<file path="src/rtl/lcd_split_pkg.sv">
// Shared types and constants for the split-record LCD writer.
// Holds the sequencer state encoding, LCD command and character codes,
// step-index landmarks and the BCD-to-ASCII helpers used by the step ROM.
package lcd_split_pkg;

    // Sequencer states; ST_BOOT is the single post-reset cycle that launches init
    typedef enum logic [2:0] {
        ST_BOOT   = 3'd0,
        ST_IDLE   = 3'd1,
        ST_LOAD   = 3'd2,
        ST_SEND   = 3'd3,
        ST_SETTLE = 3'd4,
        ST_NEXT   = 3'd5
    } lcd_state_e;

    // LCD controller commands
    localparam logic [7:0] CMD_FUNC_SET = 8'h38;
    localparam logic [7:0] CMD_DISP_ON  = 8'h0C;
    localparam logic [7:0] CMD_HOME     = 8'h02;
    localparam logic [7:0] CMD_ENTRY    = 8'h06;
    localparam logic [7:0] CMD_LINE1    = 8'h80;
    localparam logic [7:0] CMD_LINE2    = 8'hC0;

    // Character codes
    localparam logic [7:0] CHR_COLON      = 8'h3A;
    localparam logic [7:0] CHR_DOT        = 8'h2E;
    localparam logic [7:0] CHR_SPACE      = 8'h20;
    localparam logic [7:0] CHR_DASH       = 8'h2D;
    localparam logic [7:0] CHR_DIGIT_BASE = 8'h30;

    // Register-select values
    localparam logic RS_CMD  = 1'b0;
    localparam logic RS_CHAR = 1'b1;

    // Step-index landmarks
    localparam logic [5:0] INIT_FIRST  = 6'd0;
    localparam logic [5:0] INIT_STEPS  = 6'd4;
    localparam logic [5:0] FRAME_FIRST = 6'd4;
    localparam logic [5:0] LAST_STEP   = 6'd37;

    // One BCD nibble to its ASCII digit; out-of-range nibbles show as a dash
    function automatic logic [7:0] bcd_char(input logic [3:0] nib);
        logic [7:0] ch;
        if (nib > 4'd9) begin
            ch = CHR_DASH;
        end else begin
            ch = CHR_DIGIT_BASE | {4'h0, nib};
        end
        return ch;
    endfunction

    // Character at position pos (0..6) of one "MM:SS.t" field
    function automatic logic [7:0] field_char(input logic [19:0] rec,
                                              input logic [5:0]  pos);
        logic [7:0] ch;
        case (pos)
            6'd0:    ch = bcd_char(rec[19:16]);
            6'd1:    ch = bcd_char(rec[15:12]);
            6'd2:    ch = CHR_COLON;
            6'd3:    ch = bcd_char(rec[11:8]);
            6'd4:    ch = bcd_char(rec[7:4]);
            6'd5:    ch = CHR_DOT;
            6'd6:    ch = bcd_char(rec[3:0]);
            default: ch = CHR_DASH;
        endcase
        return ch;
    endfunction

endpackage

</file>
<file path="src/rtl/lcd_step_rom.sv">
// Step ROM: maps a step index plus the 80-bit record snapshot to the
// {RS, DATA} pair that the writer sends for that step. Purely combinational.
module lcd_step_rom
    import lcd_split_pkg::*;
(
    input  logic [5:0]  step_idx,
    input  logic [79:0] snap,
    output logic [8:0]  step_word
);

    // Decode index into init command, line address, spacer or field character
    always_comb begin
        step_word = {RS_CMD, 8'h00};
        case (step_idx) inside
            6'd0:           step_word = {RS_CMD, CMD_FUNC_SET};
            6'd1:           step_word = {RS_CMD, CMD_DISP_ON};
            6'd2:           step_word = {RS_CMD, CMD_HOME};
            6'd3:           step_word = {RS_CMD, CMD_ENTRY};
            6'd4:           step_word = {RS_CMD, CMD_LINE1};
            [6'd5:6'd11]:   step_word = {RS_CHAR, field_char(snap[19:0],  step_idx - 6'd5)};
            6'd12, 6'd13:   step_word = {RS_CHAR, CHR_SPACE};
            [6'd14:6'd20]:  step_word = {RS_CHAR, field_char(snap[39:20], step_idx - 6'd14)};
            6'd21:          step_word = {RS_CMD, CMD_LINE2};
            [6'd22:6'd28]:  step_word = {RS_CHAR, field_char(snap[59:40], step_idx - 6'd22)};
            6'd29, 6'd30:   step_word = {RS_CHAR, CHR_SPACE};
            [6'd31:6'd37]:  step_word = {RS_CHAR, field_char(snap[79:60], step_idx - 6'd31)};
            default:        step_word = {RS_CMD, 8'h00};
        endcase
    end

endmodule

</file>
<file path="src/rtl/lcd_split_writer.sv">
// Split-record LCD writer: runs the LCD init sequence once after reset and
// then redraws a two-line frame of four "MM:SS.t" fields on each update
// request, one byte per start/done handshake followed by a settle delay.
module lcd_split_writer
    import lcd_split_pkg::*;
#(
    parameter int SETTLE_CYCLES = 262143
) (
    input  logic        iCLK,
    input  logic        reset,
    input  logic [79:0] iRecords,
    input  logic        iUpdate,
    output logic        oBusy,
    output logic        oFrameDone,
    output logic [7:0]  oLCD_DATA,
    output logic        oLCD_RS,
    output logic        oLCD_Start,
    input  logic        iLCD_Done
);

    // Counter holds 0..SETTLE_CYCLES-1, so it never needs to wrap
    localparam int CNT_W = (SETTLE_CYCLES > 1) ? $clog2(SETTLE_CYCLES) : 1;
    localparam logic [CNT_W-1:0] CNT_LAST =
        (SETTLE_CYCLES > 0) ? CNT_W'(SETTLE_CYCLES - 1) : CNT_W'(1'b0);

    lcd_state_e       state_r, state_next_s;
    logic [5:0]       idx_r, idx_next_s;
    logic [CNT_W-1:0] cnt_r, cnt_next_s;
    logic             pend_r, pend_next_s;
    logic [79:0]      snap_r, snap_next_s;
    logic             active_s;
    logic [8:0]       rom_word_s;

    logic [7:0]       data_r, data_next_s;
    logic             rs_r, rs_next_s;
    logic             start_r, start_next_s;
    logic             busy_r, busy_next_s;
    logic             fdone_r, fdone_next_s;

    // ROM is addressed with the upcoming index/snapshot so the byte is ready on entry to LOAD
    lcd_step_rom u_rom (
        .step_idx  (idx_next_s),
        .snap      (snap_next_s),
        .step_word (rom_word_s)
    );

    // State, index, settle counter, pending flag and snapshot registers
    always_ff @(posedge iCLK) begin
        if (reset) begin
            state_r <= ST_BOOT;
            idx_r   <= 6'd0;
            cnt_r   <= '0;
            pend_r  <= 1'b0;
            snap_r  <= 80'd0;
        end else begin
            state_r <= state_next_s;
            idx_r   <= idx_next_s;
            cnt_r   <= cnt_next_s;
            pend_r  <= pend_next_s;
            snap_r  <= snap_next_s;
        end
    end

    // Next-state logic: step sequencing, handshake, settle timing and request merging
    always_comb begin
        state_next_s = state_r;
        idx_next_s   = idx_r;
        cnt_next_s   = cnt_r;
        snap_next_s  = snap_r;
        active_s     = (state_r != ST_IDLE) && (state_r != ST_BOOT);
        // Requests arriving mid-sequence collapse into a single pending redraw
        pend_next_s  = pend_r | (iUpdate & active_s);
        case (state_r)
            ST_BOOT: begin
                state_next_s = ST_LOAD;
                idx_next_s   = INIT_FIRST;
                snap_next_s  = iRecords;
                pend_next_s  = 1'b0;
            end
            ST_IDLE: begin
                if (iUpdate || pend_r) begin
                    state_next_s = ST_LOAD;
                    idx_next_s   = FRAME_FIRST;
                    snap_next_s  = iRecords;
                    pend_next_s  = 1'b0;
                end else begin
                    state_next_s = ST_IDLE;
                end
            end
            ST_LOAD: begin
                state_next_s = ST_SEND;
            end
            ST_SEND: begin
                if (iLCD_Done) begin
                    cnt_next_s = '0;
                    if (SETTLE_CYCLES == 0) begin
                        state_next_s = ST_NEXT;
                    end else begin
                        state_next_s = ST_SETTLE;
                    end
                end else begin
                    state_next_s = ST_SEND;
                end
            end
            ST_SETTLE: begin
                if (cnt_r == CNT_LAST) begin
                    state_next_s = ST_NEXT;
                end else begin
                    cnt_next_s = cnt_r + CNT_W'(1'b1);
                end
            end
            ST_NEXT: begin
                if (idx_r < LAST_STEP) begin
                    idx_next_s   = idx_r + 6'd1;
                    state_next_s = ST_LOAD;
                end else if (pend_r || iUpdate) begin
                    idx_next_s   = FRAME_FIRST;
                    snap_next_s  = iRecords;
                    pend_next_s  = 1'b0;
                    state_next_s = ST_LOAD;
                end else begin
                    state_next_s = ST_IDLE;
                end
            end
            default: begin
                state_next_s = ST_BOOT;
            end
        endcase
    end

    // Output decode: values the output registers take on the coming edge
    always_comb begin
        data_next_s  = data_r;
        rs_next_s    = rs_r;
        if (state_next_s == ST_LOAD) begin
            rs_next_s   = rom_word_s[8];
            data_next_s = rom_word_s[7:0];
        end else begin
            rs_next_s   = rs_r;
            data_next_s = data_r;
        end
        start_next_s = (state_next_s == ST_SEND);
        busy_next_s  = (state_next_s != ST_IDLE) && (state_next_s != ST_BOOT);
        fdone_next_s = (state_r == ST_NEXT) && (idx_r == LAST_STEP);
    end

    // Registered LCD byte interface and status outputs
    always_ff @(posedge iCLK) begin
        if (reset) begin
            data_r  <= 8'h00;
            rs_r    <= 1'b0;
            start_r <= 1'b0;
            busy_r  <= 1'b0;
            fdone_r <= 1'b0;
        end else begin
            data_r  <= data_next_s;
            rs_r    <= rs_next_s;
            start_r <= start_next_s;
            busy_r  <= busy_next_s;
            fdone_r <= fdone_next_s;
        end
    end

    assign oLCD_DATA  = data_r;
    assign oLCD_RS    = rs_r;
    assign oLCD_Start = start_r;
    assign oBusy      = busy_r;
    assign oFrameDone = fdone_r;

endmodule
</file>
<file path="config.mk">
export PLATFORM = sky130hd
export DESIGN_NAME = lcd_split_writer
export DESIGN_NICKNAME = d
export VERILOG_FILES = /design/src/rtl/lcd_split_pkg.sv /design/src/rtl/lcd_step_rom.sv /design/src/rtl/lcd_split_writer.sv
export SDC_FILE = /design/constraint.sdc
export NUM_CORES = 1
export LEC_CHECK = 0
export BUFFER_PORTS_ARGS = -buffer_cell sky130_fd_sc_hd__buf_2
export CORE_ASPECT_RATIO = 2
export CORE_MARGIN = 1.5
export CORE_UTILIZATION = 59
export CTS_CLUSTER_SIZE = 16
export DETAILED_ROUTE_END_ITERATION = 8
export HOLD_SLACK_MARGIN = 0.1
export PLACE_DENSITY = 0.81
export SYNTH_ARGS = -nofsm -noshare
export SYNTH_HDL_FRONTEND = slang
export SYNTH_SLANG_ARGS = --single-unit
</file>
<file path="constraint.sdc">
create_clock -name iCLK -period 5.6 [get_ports iCLK]
set_input_delay 1.12 -clock iCLK [delete_from_list [all_inputs] [get_ports iCLK]]
set_output_delay 1.12 -clock iCLK [all_outputs]
set_load 0.02 [all_outputs]
</file>
# Word level (Yosys, flattened, before mapping)
# Index checks and enable logic that the tools add are counted.
dict set report word_totals {
  ff_bits 120
  inputBits 84
  output_inout_bits 12
  wordCells 166
}
dict set report classes {
  n_addsub 6
  order_cmp 29
  n_eq_ne 46
  mux 53
  n_bitwise 2
  reduce_logical 20
}
# op n
set op_table {}
lappend op_table {{case mux 80 bit (3 select lines)} 1}
lappend op_table {{case mux 8 bit (7 select lines)} 4}
lappend op_table {{two-way mux 80 bit} 2}
lappend op_table {{two-way mux 9 bit} 12}
lappend op_table {{two-way mux 5 bit} 20}
lappend op_table {{> comparator 4 bit, second input constant} 20}
lappend op_table {{equality test 6 x 3 -> 1 bit, second input constant} 13}
lappend op_table {{equality test 6 x 2 -> 1 bit, second input constant} 10}
lappend op_table {{two-way mux 18 bit} 2}
lappend op_table {{case mux 18 bit (2 select lines)} 1}
lappend op_table {{equality test 6 x 1 -> 1 bit, second input constant} 5}
lappend op_table {{logical NOT 6 bit} 5}
lappend op_table {{adder 18 x 1 -> 18 bit, second input constant} 1}
lappend op_table {{equality test 18 bit, second input constant} 1}
lappend op_table {{equality test 6 x 5 -> 1 bit, second input constant} 3}
lappend op_table {{case mux 3 bit (6 select lines)} 1}
lappend op_table {{case mux 6 bit (3 select lines)} 1}
lappend op_table {{equality test 3 x 2 -> 1 bit, second input constant} 4}
lappend op_table {{equality test 6 x 4 -> 1 bit, second input constant} 2}
lappend op_table {{greater-or-equal comparator 6 x 5 -> 1 bit, second input constant} 2}
lappend op_table {{less-or-equal comparator 6 x 5 -> 1 bit, second input constant} 2}
lappend op_table {{two-way mux 6 bit} 2}
lappend op_table {{subtractor 6 x 5 -> 6 bit, second input constant} 2}
lappend op_table {{two-way mux 3 bit} 3}
lappend op_table {{other kinds (25)} 37}

# Logic depth before layout (Yosys ltp)
# Gate-level depths: netlist of the first run.
dict set report depth {
  depth_word 19
  ltp_mapped 19
  depth_no_buf 17
}

# By module
# From an unflattened synthesis of the first run, not the netlist that was laid out.
dict set report unflattened {
  cells_unflattened 841
  area_unflattened_um2 7607.3
}
# module instances cells_per_inst area_per_inst_um2 seq_area_each_um2
set modules_own_cells {}
lappend modules_own_cells {lcd_split_writer 1 482 5370.2 2402.3}
lappend modules_own_cells {lcd_step_rom 1 359 2237.1 0.0}

# Worst setup path after synthesis of the first run
# OpenSTA, ideal clock, no wires.
dict set report synth_timing {
  path_type {input-to-reg}
  start {input iUpdate}
  end {register data_r[1] (netlist: oLCD_DATA[1])}
  setup_time_ps 69
  t_arrival_ps 4550
  required_time_ps 5531
  path_slack_ps 981
  stages 16
  n_path_buf 3
  cell_sequence {or4b_1 -> and3_4 -> nand2_1 -> a21oi_1 -> inv_2 -> clkbuf_1 -> buf_1 -> ha_1 -> clkbuf_1 -> o311ai_0 -> a21boi_0 -> o221ai_1 -> o211ai_1 -> o311ai_0 -> o311ai_1 -> o21ai_1}
}
dict set report synth_via {
  elab_chain_len 19
  word_cells_on_any_way 123
  cone_classes {add/sub: 4; order compare: 28; eq/ne: 34; mux: 45; reduce/logical: 12}
}
# item line
set synth_rtl {}
lappend synth_rtl {{from (decl)} lcd_split_writer.sv:12} ;# input logic iUpdate,
lappend synth_rtl {{logical OR 1 bit (*)} {lcd_split_writer.sv:81, lcd_split_writer.sv:116}}
lappend synth_rtl {{two-way mux 6 bit (*)} {lcd_split_writer.sv:81, lcd_split_writer.sv:116}}
lappend synth_rtl {{two-way mux 6 bit} lcd_split_writer.sv:113} ;# if (idx_r < LAST_STEP) begin
lappend synth_rtl {{case mux 6 bit (3 select lines) (*)} lcd_split_writer.sv:73} ;# case (state_r)
lappend synth_rtl {{net idx_next_s[1]} lcd_split_writer.sv:27} ;# logic [5:0] idx_r, idx_next_s;
lappend synth_rtl {{subtractor 6 x 5 -> 6 bit} lcd_step_rom.sv:26} ;# [6'd31:6'd37]: step_word = {RS_CHAR, field_char(snap[79:60], step_idx - 6'd31)};
lappend synth_rtl {{equality test 6 x 3 -> 1 bit (tied with other cells)} lcd_split_pkg.sv:56} ;# case (pos)
lappend synth_rtl {{case mux 8 bit (7 select lines)} lcd_split_pkg.sv:56}
lappend synth_rtl {{two-way mux 9 bit (11 in a row)} lcd_step_rom.sv:14} ;# case (step_idx) inside
lappend synth_rtl {{two-way mux 9 bit (*)} lcd_step_rom.sv:14}
lappend synth_rtl {{to (signal assigned)} lcd_split_writer.sv:156} ;# data_r <= data_next_s;
lappend synth_rtl {{to (decl)} lcd_split_writer.sv:34} ;# logic [7:0] data_r, data_next_s;
# Mark *: on every way through the listed nets, which the timed path passes. The rest lies on a longest branch.
# A chain may end at the register's enable or synchronous reset.

# Worst setup path after layout of the first run
dict set report layout_timing {
  start {register idx_r[0]}
  end {register data_r[0] (netlist: oLCD_DATA[0])}
}
dict set report layout_via {
  elab_chain_len 18
  word_cells_on_any_way 122
  cone_classes {add/sub: 5; order compare: 29; eq/ne: 34; mux: 43; reduce/logical: 11}
}
# item line
set layout_rtl {}
lappend layout_rtl {{from (decl)} lcd_split_writer.sv:27}
lappend layout_rtl {{from (signal assigned)} lcd_split_writer.sv:57} ;# idx_r <= idx_next_s;
lappend layout_rtl {{adder 6 x 1 -> 6 bit (tied with other cells)} lcd_split_writer.sv:114} ;# idx_next_s = idx_r + 6'd1;
lappend layout_rtl {{two-way mux 6 bit or two-way mux 80 bit (tied branches)} lcd_split_writer.sv:113}
lappend layout_rtl {{case mux 6 bit (3 select lines) or case mux 80 bit (3 select lines) (tied branches)} lcd_split_writer.sv:73}
lappend layout_rtl {{subtractor 6 x 5 -> 6 bit or > comparator 4 bit (tied branches)} {lcd_step_rom.sv:26, lcd_split_pkg.sv:44}}
lappend layout_rtl {{equality test 6 x 3 -> 1 bit (tied with other cells)} lcd_split_pkg.sv:56}
lappend layout_rtl {{case mux 8 bit (7 select lines)} lcd_split_pkg.sv:56}
lappend layout_rtl {{two-way mux 9 bit (12 in a row)} lcd_step_rom.sv:14}
# Parallel ways exist; a longest one is shown, timed or not.

==> run_results.csv, run 1 <==
group,metric,value,unit
pwr,pwr-share-clk,0.453,
timing,rsz0062_at_grt,"false",
timing,whs,0.460,ns
routing,drtIter0Drc,915,
setup_path,worstPathRequired,5.88,ns
pwr,p_sw,0.800,mW
place,hpwl,19.4,mm
setup_path,worstSetupStartpointType,"register",
place,dp_cells,1206,
place,port_buffers,95,
setup_path,r2r-end,"oLCD_DATA[0]$_SDFFE_PP0N_",
grt,met3_usage,0.0578,
setup_path,critPathBufInv,2,
grt,grt_pass1_wl,41.3,mm
cells_and_area,stdcell_area,8830,µm²
pwr,power.share.sequential,0.357,
setup_path,crit_path_end_kind,"register",
routing,drc,0,
logic_synthesis,synth_flop_cell,"dfxtp_1",
timing,layout_min_cycle_time,4.83,ns
die,row_count,58,
place,dpl_cell_area,8190,µm²
clock_network,htreeDepth,4,
setup_path,regToRegSetupSlack,0.77,ns
setup_path,cpMostUsedCell,"ha_1",
hold_path,min_path_cells,2,
clock_network,clk_pin_slew_worst_paths,0.06,ns
cells_and_area,area_growth,15.2,%
logic_synthesis,ys_ff_latch,120,
logic_synthesis,synth_top_cell_by_area,"dfxtp_1",
grt,antenna_found_initial,0,
logic_synthesis,netlist_instances,1017,
cells_and_area,drive_above_1_share,0.164,
setup_path,arrival,5.10,ns
timing,max_freq,0.207,GHz
grt,grt_use_met1,0.398,
setup_path,timing.rr.start,"idx_r[0]$_SDFF_PP0_",
setup_path,slowest_stage,"nor3_1",
timing,finalSetupViolCount,0,
logic_synthesis,yosysMostFrequentCell,"dfxtp_1",
pwr,p_comb_frac,0.190,
setup_path,cp_cell_sequence,"inv_1 -> ha_1 -> nand2b_1 -> a21oi_1 -> nor2_1 -> o221ai_2 -> clkinv_1 -> ha_1 -> nor3_1 -> and3_1 -> o21ai_0 -> a21oi_2 -> nand2_1 -> a221oi_1 -> a311oi_1",
hold_path,hold_path_class,"register to register",
place,place_congestion,1.02,
pwr,peakVddDrop,298,µV
grt,met2_usage,0.696,
grt,gr-total-overflow,0,
timing,fin_ws,0.771,ns
hold_path,hp-start,"snap_r[24]$_SDFF_PP0_",
die,start_util,0.607,
clock_network,postCtsResizedCells,0,
hold_path,whs_endpoint,"snap_r[24]$_SDFF_PP0_",
pwr,p_leak,3.50,nW
timing,fin_skew,0.00976,ns
run,cap_violations,0,
logic_synthesis,ys_warn_count,0,
pwr,power,2.65,mW
logic_synthesis,synth_area,7670,µm²
logic_synthesis,synth_edf_count,0,
logic_synthesis,synth_cell_type_count,87,
setup_path,cp_max_fo,13,
routing,drt_wl_total,26.7,mm
cells_and_area,nets,1166,
grt,gr-usage-all-layers,0.379,
die,ioPinCount,96,
logic_synthesis,ys_seq_area_frac,0.313,
logic_synthesis,synthArstFlopShare,0,
routing,drtAntennaViolNets,0,
logic_synthesis,netlist.area_leader.share,0.313,
grt,grt_pass1_vias,8108,
timing,worst_pin_slew,1.02,ns
timing,slew_viol_final,0,
setup_path,crit_family,"compound AO/OA/AOI/OAI gates",
pwr,power.density,300,nW/µm²
die,dieArea,13700,µm²
pwr,swShare,0.302,
clock_network,cts_hold_buf,0,
timing,relSlewSlack,0.314,
die,core,12600,µm²
clock_network,root_buffer,"clkbuf_16",
clock_network,cts_buffers,17,
logic_synthesis,avgSynthCellArea,7.54,µm²
die,die_width,83.6,µm
timing,finalHoldViolCount,0,
routing,vias_per_cell,6.87,
place,pre_cts_ws,0.760,ns
clock_network,postCtsSetupBuffers,0,
logic_synthesis,synth_area_leaders,"dfxtp_1 (31%), a21oi_1 (7.5%), nor2_1 (5.8%)",
timing,fin_setup_tns,0,ns
routing,routed-via-count,8501,
routing,first_pass_iters,7,
grt,grt_max_degree,71,
die,fp.dieH,164,µm
setup_path,cpPeakStageDelay,0.64,ns
logic_synthesis,syn_nets,1108,
clock_network,clock_sinks,120,
cells_and_area,post-route-util,0.699,
clock_network,clkLatencyLatePin,0.42,ns
cells_and_area,finalNonFillerCells,1238,
timing,post-route-period-util,0.862,
setup_path,critPathKind,"register to register",
logic_synthesis,yosys-top-cells-count,"dfxtp_1 (120), nor2_1 (119), a21oi_1 (115)",
clock_network,cts_tree,"done",
clock_network,clockBufferDepth,2,
cells_and_area,diodes,0,
status,status,"complete, no violations",
grt,top_usage_layer,"met2",
routing,wl_per_cell,21.6,µm
pwr,intPower,1.85,mW
setup_path,rr_worst_depth,15,
[cells in the final DEF (no fill, tap or decap), types with 8 or more instances in the layout]
master and n:
dfxtp_1 120, nor2_1 118, a21oi_1 114, nand2_1 104, buf_2 95, o21ai_0 52, and3_1 41, nand3_1 39
nor3_1 32, mux2i_1 29, a211oi_1 17, clkbuf_16 17, a31oi_1 16, nand4_1 15, o211ai_1 15, buf_4 14
xor2_1 12, nor3b_1 12, inv_1 10, nand3b_1 10, a211o_1 8
[power by group through the flow]
stage / combinational [mW] / sequential (mW) / clock, mW
final: 0.503 / 0.945 / 1.20
after global routing: 0.542 / 0.949 / 1.23
after CTS: 0.492 / 0.943 / 1.20
after detailed placement: 0.488 / 0.961 / 0
after global placement: 0.484 / 0.960 / 0
after floorplan: 0.333 / 0.955 / 0
[tightest hold or removal path: cells and delay by family (launching register included)]
family | cells | cell delay (ns)
DFF | 1 | 0.30
and+or+nand+nor | 1 | 0.06
AOI/OAI and AO/OA | 1 | 0.06
[how the worst max path moves through the flow]
| stage | depth (start not counted) | to | from |
|---|---|---|---|
| after floorplan | 16 | oLCD_DATA[1]$_SDFFE_PP0N_ | iUpdate |
| after global placement | 16 | oLCD_DATA[2]$_SDFFE_PP0N_ | iUpdate |
| after detailed placement | 15 | oLCD_DATA[1]$_SDFFE_PP0N_ | iUpdate |
| after CTS | 15 | oLCD_DATA[1]$_SDFFE_PP0N_ | idx_r[0]$_SDFF_PP0_ |
| after global routing | 15 | oLCD_DATA[0]$_SDFFE_PP0N_ | idx_r[0]$_SDFF_PP0_ |
| final | 15 | oLCD_DATA[0]$_SDFFE_PP0N_ | idx_r[0]$_SDFF_PP0_ |
[final cells by class]
cell class	instances	area, µm²
tap	150	188
inverter	13	48.8
clock buffer	19	443
fill	1108	3800
timing repair buffer	111	621
sequential	120	2400
clock inverter	13	194
multi-input combinational	812	4930
[cells by family after synthesis]
family | count (synthesis) | share of synthesized area
simple gates | 419 | 0.267
compound gates | 331 | 0.289
flops | 120 | 0.313
buf+inv | 85 | 0.0478
mux | 36 | 0.0496
xor+xnor | 19 | 0.0217
fa+ha+maj | 7 | 0.0114
[sequential cells by signal (all words and copies together), names as in the netlist]
| name | flops |
|---|---|
| cnt_r | 18 |
| idx_r | 6 |
| oBusy | 1 |
| oFrameDone | 1 |
| oLCD_DATA | 8 |
| oLCD_RS | 1 |
| oLCD_Start | 1 |
| pend_r | 1 |
| snap_r | 80 |
| state_r | 3 |
[routing by layer]
metal,routed length [µm],share of wire
met1,9460,0.35
met2,13700,0.51
met3,1700,0.064
met4,1880,0.070
met5,0,0
Power figures use the tool's default switching activity.
==> run 2: changes to the inputs <==
--- a/config.mk
+++ b/config.mk
@@ -13,6 +13,8 @@
 export DETAILED_ROUTE_END_ITERATION = 8
 export HOLD_SLACK_MARGIN = 0.1
 export PLACE_DENSITY = 0.81
+export REMOVE_ABC_BUFFERS = 1
+export SKIP_CTS_REPAIR_TIMING = 1
 export SYNTH_ARGS = -nofsm -noshare
 export SYNTH_HDL_FRONTEND = slang
 export SYNTH_SLANG_ARGS = --single-unit
==> run 2 against run 1 <==
  * Global-route usage increased by 0.66 points
  * Largest cell class unchanged
  * Highest routed layer unchanged
  * Largest power group unchanged
  * Routed wire length decreased by 0.40%
  * Die area unchanged
==> run_results.csv, run 2 (synthesis gave the netlist of run 1 again) <==
group,metric,value,unit
timing,finalHoldViolCount,0,
timing,whs,0.459,ns
status,status,"complete, no violations",
pwr,power.share.sequential,0.383,
cells_and_area,post-route-util,0.696,
routing,drtIter0Drc,822,
cells_and_area,layout_common_cells,"dfxtp_1 (120), nor2_1 (118), a21oi_1 (114)",
setup_path,worstPathRequired,5.86,ns
setup_path,cp_max_fo,16,
pwr,p_comb_frac,0.204,
grt,grt_pass1_wl,42.1,mm
pwr,swShare,0.314,
clock_network,clkLatencyLatePin,0.41,ns
grt,gr-total-overflow,0,
die,row_count,58,
routing,drtAntennaViolNets,0,
timing,post-route-period-util,0.809,
timing,relSlewSlack,0.297,
routing,vias_per_cell,6.77,
timing,slew_viol_final,0,
routing,drc,0,
clock_network,clock_sinks,120,
hold_path,hold_path_class,"register to register",
setup_path,worstSetupStartpointType,"register",
cells_and_area,area_growth,14.7,%
place,pre_cts_ws,0.897,ns
setup_path,critPathKind,"register to register",
grt,grt_max_degree,52,
die,dieArea,13700,µm²
timing,max_freq,0.221,GHz
die,ioPinCount,96,
timing,fin_ws,1.07,ns
place,port_buffers,95,
timing,finalSetupViolCount,0,
routing,first_pass_iters,8,
setup_path,crit_family,"compound AO/OA/AOI/OAI gates",
clock_network,root_buffer,"clkbuf_16",
clock_network,clk_pin_slew_worst_paths,0.06,ns
place,hpwl,19.5,mm
grt,grt_pass1_vias,8289,
clock_network,cts_tree,"done",
clock_network,htreeDepth,4,
die,fp.dieH,164,µm
cells_and_area,largest_register_ffs,80,
setup_path,crit_path_end_kind,"register",
place,place_congestion,1.04,
pwr,intPower,1.69,mW
grt,antenna_found_initial,0,
cells_and_area,nets,1176,
routing,wl_per_cell,21.3,µm
setup_path,slowest_stage,"o311ai_0",
die,core,12600,µm²
setup_path,critPathBufInv,4,
pwr,p_sw,0.774,mW
routing,drt_wl_total,26.6,mm
die,die_width,83.6,µm
timing,fin_skew,0.0104,ns
pwr,power.density,280,nW/µm²
routing,routed-via-count,8436,
cells_and_area,regMostFlops,"snap_r",
run,cap_violations,0,
timing,rsz0062_at_grt,"false",
grt,gr-usage-all-layers,0.386,
pwr,power,2.46,mW
cells_and_area,drive_above_1_share,0.170,
setup_path,cpPeakStageDelay,0.58,ns
setup_path,regToRegSetupSlack,1.07,ns
setup_path,arrival,4.79,ns
pwr,pwr-share-clk,0.413,
cells_and_area,mostFrequentLayoutCell,"dfxtp_1",
timing,worst_pin_slew,1.05,ns
die,start_util,0.607,
clock_network,cts_buffers,17,
pwr,peakVddDrop,259,µV
pwr,p_leak,3.49,nW
cells_and_area,diodes,0,
clock_network,clockBufferDepth,2,
timing,layout_min_cycle_time,4.53,ns
setup_path,cp_cell_sequence,"inv_1 -> ha_1 -> and2b_1 -> o21ai_1 -> and3_1 -> a21oi_2 -> buf_4 -> inv_2 -> ha_1 -> buf_4 -> o311ai_0 -> nor2_1 -> o211ai_1 -> o21bai_1 -> o2111ai_1 -> a221oi_1 -> a311oi_1",
-- run 2: changes by cell type in the layout (fill, tap and decap cells not counted), moves of 2 or more --
cell | previous run | this run
bufinv_16 | 4 | 1
clkinv_2 | 1 | 6
buf_4 | 14 | 25
clkinvlp_4 | 1 | 3
inv_6 | 2 | 0
clkinv_4 | 5 | 3
-- run 2: per-layer routing --
| metal | wire length (µm) | track usage | vias to the layer above |
|---|---|---|---|
| li1 | - | - | 3922 |
| met5 | 0 | 0 | - |
| met2 | 14200 | 0.723 | 393 |
| met1 | 9220 | 0.389 | 3994 |
| met4 | 1800 | 0.243 | 0 |
| met3 | 1440 | 0.0673 | 127 |
-- run 2: per-stage QoR --
stage	cells	cell area (µm²)	TNS, ns
finish	1247	8790	0
global route	1247	8790	0
CTS	1247	8790	0
detailed placement	1216	8260	0
global placement	1216	8260	0
floorplan	945	7350	-0.232
-- run 2: power by group through the flow --
stage | clock network (mW) | logic (mW) | registers, mW
after detailed placement | 0 | 0.489 | 0.960
after CTS | 1.02 | 0.492 | 0.943
after global placement | 0 | 0.483 | 0.959
after global routing | 1.05 | 0.543 | 0.949
after floorplan | 0 | 0.310 | 0.957
final | 1.02 | 0.502 | 0.944
-- run 2: worst min-delay path: stages, from the launching register on --
cell,delay (ns)
dfxtp_1,0.30
nand2_1,0.06
a21oi_1,0.05
-- run 2: final cells by class --
| class | count | area [µm²] |
|---|---|---|
| Clock buffer | 18 | 429 |
| Clock inverter | 13 | 109 |
| Fill cell | 1131 | 3830 |
| Inverter | 13 | 48.8 |
| Multi-Input combinational cell | 812 | 4930 |
| Sequential cell | 120 | 2400 |
| Tap cell | 150 | 188 |
| Timing Repair Buffer | 121 | 683 |
-- run 2: final timing paths --
kind,startpoint,to,cells past startpoint
setup / recovery,idx_r[0]$_SDFF_PP0_,oLCD_DATA[0]$_SDFFE_PP0N_,17
hold / removal,snap_r[24]$_SDFF_PP0_,snap_r[24]$_SDFF_PP0_,2
setup reg to reg,idx_r[0]$_SDFF_PP0_,oLCD_DATA[0]$_SDFFE_PP0N_,17
hold reg to reg,snap_r[24]$_SDFF_PP0_,snap_r[24]$_SDFF_PP0_,2
